<file path="config.mk">
export PLATFORM = sky130hd
export DESIGN_NAME = seg_scan_mmio
export DESIGN_NICKNAME = d
export VERILOG_FILES = /design/src/rtl/seg_scan_mmio_pkg.sv /design/src/rtl/btn_debounce.sv /design/src/rtl/seg_scan_mmio.sv
export SDC_FILE = /design/constraint.sdc
export NUM_CORES = 1
export LEC_CHECK = 0
export CORE_UTILIZATION = 30
export CTS_BUF_LIST = sky130_fd_sc_hd__clkbuf_4 sky130_fd_sc_hd__clkbuf_8 sky130_fd_sc_hd__clkbuf_16
export DETAILED_ROUTE_END_ITERATION = 12
export SKIP_LAST_GASP = 1
export SLEW_MARGIN = 30
export SYNTH_ARGS = -nofsm -noshare
export SYNTH_HDL_FRONTEND = slang
export SYNTH_SLANG_ARGS = --single-unit
</file>
<file path="constraint.sdc">
create_clock -name clk -period 3.2 [get_ports clk]
set_input_delay 0.48 -clock clk [delete_from_list [all_inputs] [get_ports clk]]
set_output_delay 0.48 -clock clk [all_outputs]
set_load 0.03 [all_outputs]
</file>
<file path="src/rtl/seg_scan_mmio_pkg.sv">
// Shared constants for the seven-segment scanner: register map, CTRL bits and
// the hex-to-segment table.
package seg_scan_mmio_pkg;

  localparam logic [11:0] AddrBtn  = 12'h000;
  localparam logic [11:0] AddrEvt  = 12'h001;
  localparam logic [11:0] AddrCtrl = 12'h002;
  localparam logic [11:0] AddrDp   = 12'h003;
  localparam logic [11:0] AddrVal0 = 12'h004;

  localparam int unsigned CtrlEn  = 0;
  localparam int unsigned CtrlLzb = 1;

  // Active-high segments g..a, entry 15 first.
  localparam logic [15:0][6:0] SegTable = {
    7'h71, 7'h79, 7'h5e, 7'h39, 7'h7c, 7'h77, 7'h6f, 7'h7f,
    7'h07, 7'h7d, 7'h6d, 7'h66, 7'h4f, 7'h5b, 7'h06, 7'h3f
  };

  function automatic logic [7:0] seg_drive(logic [3:0] nib, logic dp, logic blank);
    if (blank) return 8'hFF;
    return {~dp, ~SegTable[nib]};
  endfunction

endpackage

</file>
<file path="src/rtl/btn_debounce.sv">
// One push button: 2-flop synchroniser, inversion to pressed level, and a
// stability counter that restarts whenever the level returns to the debounced state.
module btn_debounce #(
  parameter int unsigned DEB_CYCLES = 250000
) (
  input  logic clk,
  input  logic res,
  input  logic btn_n_i,
  output logic pressed_o,
  output logic rise_o
);

  localparam int unsigned CntW = (DEB_CYCLES > 2) ? $clog2(DEB_CYCLES) : 1;

  logic            sync1_q, sync2_q;
  logic            state_q, state_d;
  logic [CntW-1:0] cnt_q, cnt_d;
  logic            lvl, done;

  assign lvl  = ~sync2_q;
  assign done = (cnt_q == CntW'(DEB_CYCLES - 1));

  always_comb begin
    cnt_d   = '0;
    state_d = state_q;
    if (lvl != state_q) begin
      if (done) state_d = lvl;
      else      cnt_d   = cnt_q + 1'b1;
    end
  end

  always_ff @(posedge clk) begin
    if (res) begin
      sync1_q <= 1'b1;
      sync2_q <= 1'b1;
      state_q <= 1'b0;
      cnt_q   <= '0;
    end else begin
      sync1_q <= btn_n_i;
      sync2_q <= sync1_q;
      state_q <= state_d;
      cnt_q   <= cnt_d;
    end
  end

  assign pressed_o = state_q;
  assign rise_o    = done & lvl & ~state_q;

endmodule

</file>
<file path="src/rtl/seg_scan_mmio.sv">
// Memory-mapped multiplexed seven-segment display driver with debounced buttons.
// Digits are driven from a snapshot refreshed once per frame so a frame never tears.
import seg_scan_mmio_pkg::*;

module seg_scan_mmio #(
  parameter int unsigned DIGITS     = 4,
  parameter int unsigned NBTN       = 2,
  parameter int unsigned SCAN_DIV   = 50000,
  parameter int unsigned DEB_CYCLES = 250000
) (
  input  logic              clk,
  input  logic              res,
  input  logic              sel,
  input  logic              ld,
  input  logic [11:0]       addr,
  input  logic [15:0]       wdata,
  output logic [15:0]       rdata,
  input  logic [NBTN-1:0]   btn_n,
  output logic [DIGITS-1:0] dig,
  output logic [7:0]        seg
);

  localparam int unsigned NWords = DIGITS / 4;
  localparam int unsigned IdxW   = $clog2(DIGITS);
  localparam int unsigned PreW   = $clog2(SCAN_DIV);

  logic                rd, wr;
  logic [1:0]          ctrl_q, ctrl_d;
  logic [DIGITS-1:0]   dp_q, dp_d, snap_dp_q, snap_dp_d;
  logic [4*DIGITS-1:0] val_q, val_d, snap_val_q, snap_val_d;
  logic [NBTN-1:0]     evt_q, evt_d, pressed, rise;
  logic [15:0]         rdata_q, rdata_d;
  logic [PreW-1:0]     pre_q, pre_d;
  logic [IdxW-1:0]     idx_q, idx_d;
  logic [DIGITS-1:0]   dig_q, dig_d, lz;
  logic [7:0]          seg_q, seg_d;
  logic [3:0]          nib;
  logic                tick, wrap, blank;

  for (genvar i = 0; i < NBTN; i++) begin : g_btn
    btn_debounce #(.DEB_CYCLES(DEB_CYCLES)) u_deb (
      .clk       (clk),
      .res       (res),
      .btn_n_i   (btn_n[i]),
      .pressed_o (pressed[i]),
      .rise_o    (rise[i])
    );
  end

  assign rd = sel & ld;
  assign wr = sel & ~ld;

  always_comb begin
    ctrl_d  = ctrl_q;
    dp_d    = dp_q;
    val_d   = val_q;
    evt_d   = evt_q;
    rdata_d = '0;
    if (wr) begin
      if (addr == AddrEvt)  evt_d  = evt_q & ~wdata[NBTN-1:0];
      if (addr == AddrCtrl) ctrl_d = wdata[1:0];
      if (addr == AddrDp)   dp_d   = wdata[DIGITS-1:0];
      for (int unsigned w = 0; w < NWords; w++) begin
        if (addr == AddrVal0 + 12'(w)) val_d[16*w +: 16] = wdata;
      end
    end
    // A press in the same cycle as its W1C wins.
    evt_d = evt_d | rise;
    if (rd) begin
      if (addr == AddrBtn)  rdata_d = 16'(pressed);
      if (addr == AddrEvt)  rdata_d = 16'(evt_q);
      if (addr == AddrCtrl) rdata_d = {14'b0, ctrl_q};
      if (addr == AddrDp)   rdata_d = 16'(dp_q);
      for (int unsigned w = 0; w < NWords; w++) begin
        if (addr == AddrVal0 + 12'(w)) rdata_d = val_q[16*w +: 16];
      end
    end
  end

  always_comb begin
    tick       = (pre_q == PreW'(SCAN_DIV - 1));
    wrap       = tick && (idx_q == IdxW'(DIGITS - 1));
    pre_d      = tick ? '0 : pre_q + 1'b1;
    idx_d      = idx_q;
    snap_val_d = snap_val_q;
    snap_dp_d  = snap_dp_q;
    if (tick) idx_d = wrap ? '0 : idx_q + 1'b1;
    if (wrap) begin
      snap_val_d = val_q;
      snap_dp_d  = dp_q;
    end
  end

  // lz[i]: nibble i and every nibble above it are zero.
  always_comb begin
    lz = '0;
    lz[DIGITS-1] = (snap_val_d[4*DIGITS-4 +: 4] == 4'h0);
    for (int i = DIGITS - 2; i >= 0; i--) begin
      lz[i] = (snap_val_d[4*i +: 4] == 4'h0) && lz[i+1];
    end
  end

  always_comb begin
    nib   = snap_val_d[{idx_d, 2'b00} +: 4];
    blank = ctrl_q[CtrlLzb] && (idx_d != '0) && lz[idx_d];
    dig_d = dig_q;
    seg_d = seg_q;
    if (!ctrl_q[CtrlEn]) begin
      dig_d = '1;
      seg_d = 8'hFF;
    end else if (tick) begin
      dig_d = ~(DIGITS'(1) << idx_d);
      seg_d = seg_drive(nib, snap_dp_d[idx_d], blank);
    end
  end

  always_ff @(posedge clk) begin
    if (res) begin
      ctrl_q     <= '0;
      dp_q       <= '0;
      val_q      <= '0;
      snap_dp_q  <= '0;
      snap_val_q <= '0;
      evt_q      <= '0;
      rdata_q    <= '0;
      pre_q      <= '0;
      idx_q      <= '0;
      dig_q      <= '1;
      seg_q      <= 8'hFF;
    end else begin
      ctrl_q     <= ctrl_d;
      dp_q       <= dp_d;
      val_q      <= val_d;
      snap_dp_q  <= snap_dp_d;
      snap_val_q <= snap_val_d;
      evt_q      <= evt_d;
      rdata_q    <= rdata_d;
      pre_q      <= pre_d;
      idx_q      <= idx_d;
      dig_q      <= dig_d;
      seg_q      <= seg_d;
    end
  end

  assign rdata = rdata_q;
  assign dig   = dig_q;
  assign seg   = seg_q;

endmodule

</file>
* After elaboration in Yosys (flattened, before gate mapping) *
Memory sizes are Yosys's and may differ from the RTL's.
Cells that the tools add are included.

cells by class
  $add $sub $neg = 4
  bitwise gates (word level) = 21
  equal/unequal tests = 10
  muxes and demuxes = 21
  magnitude comparators = 2
  shifts and indexed selects = 2
  reductions and logical operators = 22

operators by type and width
  kind                                                   number
  2-to-1 mux 16 bit                                      5
  adder 18 x 1 -> 18 bit (second input constant)         2
  equality test 18 bit (second input constant)           2
  equality test 12 x 2 -> 1 bit (second input constant)  2
  adder 16 x 1 -> 16 bit (second input constant)         1
  equality test 16 bit (second input constant)           1
  logical NOT 4 bit                                      4
  2-to-1 mux 8 bit                                       2
  variable part select 16 x 5 -> 4 bit                   1
  equality test 12 x 1 -> 1 bit (second input constant)  1
  equality test 12 x 3 -> 1 bit (second input constant)  1
  logical NOT 12 bit                                     1
  2-to-1 mux 2 bit                                       5
  inverter 1 bit                                         10
  AND reduction 2 bit                                    5
  2-to-1 mux 7 bit                                       1
  inverter 7 bit                                         1
  AND 1 bit                                              6
  logical AND 1 bit                                      6
  OR reduction 2 bit                                     3
  OR reduction 3 bit                                     2
  < comparator 4 x 5 -> 1 bit (second input constant)    1
  2-to-1 mux 1 bit                                       5
  binary-select mux 1 bit (select 2 bit)                 2
  11 further kinds                                       12

word-level totals
  input port bits = 34
  memories kept = 1
  ROM bits = 112
  flip-flop bits (word level) = 132
  output and inout bits = 28

memories
  name             depth  width  rd ports  clocked after memory_dff  write ports  line                     text
  (no name shown)  16     7      1         0                         0            seg_scan_mmio_pkg.sv:22  return {~dp, ~SegTable[nib]};

* Logic depth before layout (Yosys ltp) *
  depth in word-level cells = 14
  mapped depth = 14
  depth with buffers taken out = 11

* Modules after synthesis *
From an unflattened synthesis, not the netlist that was laid out.

unflattened totals
  cells, all modules = 689
  area, all modules = 6,162.2 sq um

modules (own cells, without submodules)
  module         times used  sequential area each (sq um)  area an instance (sq um)  cells each
  seg_scan_mmio  1           1,801.7                       4,255.3                   479
  btn_debounce   2           420.4                         953.4                     105

* Worst setup path before layout *
OpenSTA, ideal clock, no wires.

  path kind = register -> register
  start = register pre_q[0]
  end = register seg_q[0], in the netlist seg[0]
  cell stages (with the launch flop) = 15
  library setup time = 0.131 ns
  arrival = 3.147 ns
  clock period less this slack = 3.278 ns
  required time = 3.069 ns
  slack = -0.078 ns
  path through = dfxtp_1 -> ha_1 -> and3_1 -> buf_4 -> and4_4 -> buf_12 -> mux2i_2 -> buf_2 -> o221ai_1 -> o22ai_1 -> inv_1 -> ha_1 -> or4_1 -> nand3b_1 -> o22ai_1

on the way
  longest elaborated chain between the ends = 14

ends and longest elaborated chain
  what                                                                          line                  text
  start: declaration                                                            seg_scan_mmio.sv:33   logic [PreW-1:0] pre_q, pre_d;
  start signal: assignment                                                      seg_scan_mmio.sv:138  pre_q <= pre_d;
  equality test 16 bit *                                                        seg_scan_mmio.sv:81   tick = (pre_q == PreW'(SCAN_DIV - 1));
  parallel branches: the longest is 13 deep, another holds memory (16 x 7 bit)  -
  end signal: assignment                                                        seg_scan_mmio.sv:141  seg_q <= seg_d;
  end: declaration                                                              seg_scan_mmio.sv:36   logic [7:0] seg_q, seg_d;

Every way passes the cells marked *. The select of a mux whose other input is x is not followed.
A chain may end at the register's enable or synchronous reset.

* Worst setup path in the final report *
  start = register pre_q[14]
  end = register seg_q[0], in the netlist seg[0]

The elaborated chain is that of the path after synthesis.

==> results.txt <==
----------------------------------------------------
[GRT]
  Number of antenna violations at the first check in global routing ... 0
  Met2 track demand over resource in global routing ... approximately a quarter
  Global routing usage on met3 ... ~4.4%
  Gr ovfl total ... 0
  Maximum number of pins on one net before global-route repair ... 56
  Met1 Track Usage GR ... about 17%
  Most crowded layer after global routing ... met2
  Global-route wire length before repair ... between 20,000 and 25,000 µm
  Via count of the first global-routing pass ... between 4,000 and 5,000
  Combined global-route utilization of all metal layers ... 14.07%

[Worst setup path]
  Number of cells on the worst reg-to-reg path ... 11
  Worst flop-to-flop path endpoint ... seg[0]
  Largest fanout of any net on the critical path ... 5
  Launching element of the worst setup path ... pre_q[14]
  Critical path required time ... 3.48 ns
  Slowest cell on crit path ... or4_1
  Cell-by-cell listing of the critical path ... nor4bb_2, and4_4, buf_4, mux2i_2, o221ai_1, o22ai_2, inv_1, ha_1, or4_1, nand3b_1, o22ai_1
  Register-to-register path setup slack ... 0.13 ns
  Worst Path Buf+Inv ... 2
  Critical path data arrival time ... 3.35 ns
  Category of the most critical setup path ... register to register
  CP Launch Type ... register
  Crit path largest cell delay ... 0.52 ns
  Sort of element at the end of the critical path ... register
  RR Startpoint ... pre_q[14]
  Top cell family by delay on the critical path ... simple AND/OR/NAND/NOR gates

[CTS]
  H-tree depth reported by CTS ... 4
  Clock latency of the later-clocked register in the worst-skew pair ... around 0.42 ns
  CTS tree ... done
  Maximum clock path buffer count ... 2
  CTS Hold Bufs ... 0
  Buffer cell driving the clock tree root ... clkbuf_16
  Clock transition time at the flip-flop clock pins of the worst setup and hold paths ... 0.06 ns
  Total CTS buffers ... 17
  Total number of clock tree sinks ... 132

[Layout]
  Leading cell type in the layout, fill and taps excluded ... dfxtp_1
  Ant diodes ... 0
  Final Cell Area ... between 7000 and 8000 µm²
  Number of fillers in the final layout ... 2,037
  Layout Area Growth over Synthesis ... 25.94%
  Ratio of cells with drive above 1 in the final layout ... 12.15%
  Nets ... 813
  Top library cells by usage in the layout, fill and taps aside ... dfxtp_1 (132), nand2_1 (109), nor2_1 (90)
  Area of combinational cells with multiple inputs ... between 3000 and 4000 µm²
  FF/Latch Area ... 2643 µm²

[Drt]
  Pre-antenna DRT Iters ... 4
  Detailed-route vias per instance ... 4.697
  DRT iter0 DRCs ... around 220
  Post-DR wirelength/cell ... around 13 µm
  Post-route antenna net violation count ... 0
  Via count of the routed design ... just under 5,000
  Routed Wire Length ... 13,920 µm
  Number of design rule violations left after detail routing ... 0

[STA]
  Number of setup violations in the final report ... 0
  Relative slew slack ... 58.73%
  Crit path time final ... slightly above 3 ns
  Skew final ... 0.007898 ns
  Max Slew Vio Count ... 0
  Fmax achieved ... 0.3260 GHz
  Final count of hold timing violations ... 0
  Final Hold Slack ... 0.2906 ns
  Worst Tran Pin Value ... 0.6168 ns
  Final period utilization ... 95.87%

[Placed design]
  Placed wire-length estimate ... roughly 9400 µm
  Count of buffers inserted at the top-level ports ... 61
  Post-DP Area ... 6880 µm²
  Placer Congestion ... 0.8844

[Yosys]
  Gate count after technology mapping ... 700
  Yosys warning total ... 0
  Post-synthesis sequential area ratio ... 44.11%
  Ys flop type ... dfxtp_1
  Dominant cell type by area after synthesis ... dfxtp_1
  Post-Syn Area per Cell ... roughly 8.6 µm²
  Post-Syn Nets ... 744
  Count of flip-flops with a built-in enable after synthesis ... 0
  Number of distinct library cells after synthesis ... 66
  Share of synthesized flip-flops with an asynchronous set or reset ... 0%
  Flip-flop and latch count after synthesis ... 132
  Largest cells by area after synthesis ... dfxtp_1 (44%), nand2_1 (6.8%), nor2_1 (5.6%)
  Share of the synthesized area in the top cell type ... 44.11%
  Cell area after technology mapping ... 5991 µm²

[Hold path]
  Start point of the worst hold path ... res
  Class of the tightest hold or removal check ... input pin to register
  Worst Hold Endpoint ... dp_q[3]
  Hold Path Depth ... 2

[Pwr]
  Peak supply drop ... 0.3493 mV
  Leakage power of the design ... about 2.6 nW
  Total power density per cell area ... 480.7 nW/µm²

[Floorplan]
  Boundary pin count ... 62
  X dimension of the die ... approximately 140 µm
  Core Footprint ... roughly 20,000 µm²
  Floorplan row count ... 51
  Die Area ... 20,540 µm²
  Effective utilization at floorplan ... a little under a third
  Die Span Y ... 143.3 µm

[Status]
  Status ... complete, no violations

[Flow run]
  Count of maximum capacitance violations ... 0

----------------------------------------------------
## cells by family after synthesis
group | count (synthesis) | synth area share (%)
compound gates | 109 | 11.17
xor+xnor | 46 | 6.725
fa+ha+maj | 10 | 2.089
buf+inv | 45 | 3.592
flops | 132 | 44.11
mux | 27 | 5.660
simple gates | 331 | 26.65
## per-layer routing
layer / vias to the layer above / wire, µm
li1: 2550 / -
met1: 2284 / 6599
met2: 64 / 6624
met3: 20 / 500
met4: 0 / 191
met5: - / 0
## state kept, by name (all words and copies together), names as in the netlist
name,cells
ctrl_q,2
evt_q,2
val_q,16
g_btn.u_deb.sync2_q,2
seg,8
dp_q,4
g_btn.u_deb.pressed_o,2
snap_val_q,16
idx_q,2
dig,4
rdata,16
pre_q,16
g_btn.u_deb.sync1_q,2
snap_dp_q,4
g_btn.u_deb.cnt_q,36
## power by group
group	internal, mW	switching [mW]
combinational	0.0447	0.0357
clock	1.12	0.772
sequential	1.65	0.00473
total	2.81	0.812
## what timing repair did
item,4_1_cts,5_1_grt
resized for setup,0,5
setup endpoints to repair,0,3
buffers inserted,0,5
## synth_stat cells (all sizes together), types with 7 or more instances
cell / n
xnor2: 17
ha: 10
and2: 14
nor3: 9
a211oi: 7
mux2i: 15
xor2: 29
nor4: 9
and3: 13
or3: 7
or2: 9
a22oi: 7
buf: 10
dfxtp: 132
o21ai: 18
nor2: 90
clkbuf: 24
nand2: 110
mux2: 9
inv: 11
nand3: 32
a21oi: 54
## per-stage QoR
stage                     power [mW]  util [%]  TNS (ns)  std cells  setup slack (ns)
after global routing           3.754     38.64   -0.1227       1047          -0.06719
final                          3.627     38.64         0       1047            0.1321
after CTS                      3.673     38.18         0       1040            0.1109
after global placement         1.771     35.24         0       1008            0.2104
after floorplan                1.718         -         0        700           0.01287
after detailed placement       1.771     35.24         0       1008            0.1286
## how the worst max path moves through the flow
stage | slack (ns) | to | depth (start not counted)
floorplan | 0.01 | seg[0] | 14
global placement | 0.21 | seg[0] | 11
detailed placement | 0.13 | seg[6] | 11
CTS | 0.11 | seg[6] | 11
global route | -0.07 | seg[6] | 10
finish | 0.13 | seg[0] | 11
## worst register-to-register path: stages (launching register included)
cell,delay [ns]
dfxtp_1,0.37
nor4bb_2,0.46
and4_4,0.37
buf_4,0.16
mux2i_2,0.23
o221ai_1,0.16
o22ai_2,0.16
inv_1,0.11
ha_1,0.22
or4_1,0.52
nand3b_1,0.10
o22ai_1,0.07
## final cells by class
| class | count | area share, % |
|---|---|---|
| inverter | 11 | 0.5473 |
| timing repair buffer | 82 | 10.12 |
| sequential | 132 | 35.02 |
| multi-input combinational | 525 | 42.29 |
| tap | 265 | 4.395 |
| clock buffer | 20 | 6.020 |
| clock inverter | 12 | 1.609 |
No activity file was read; power rests on OpenSTA's default activity.
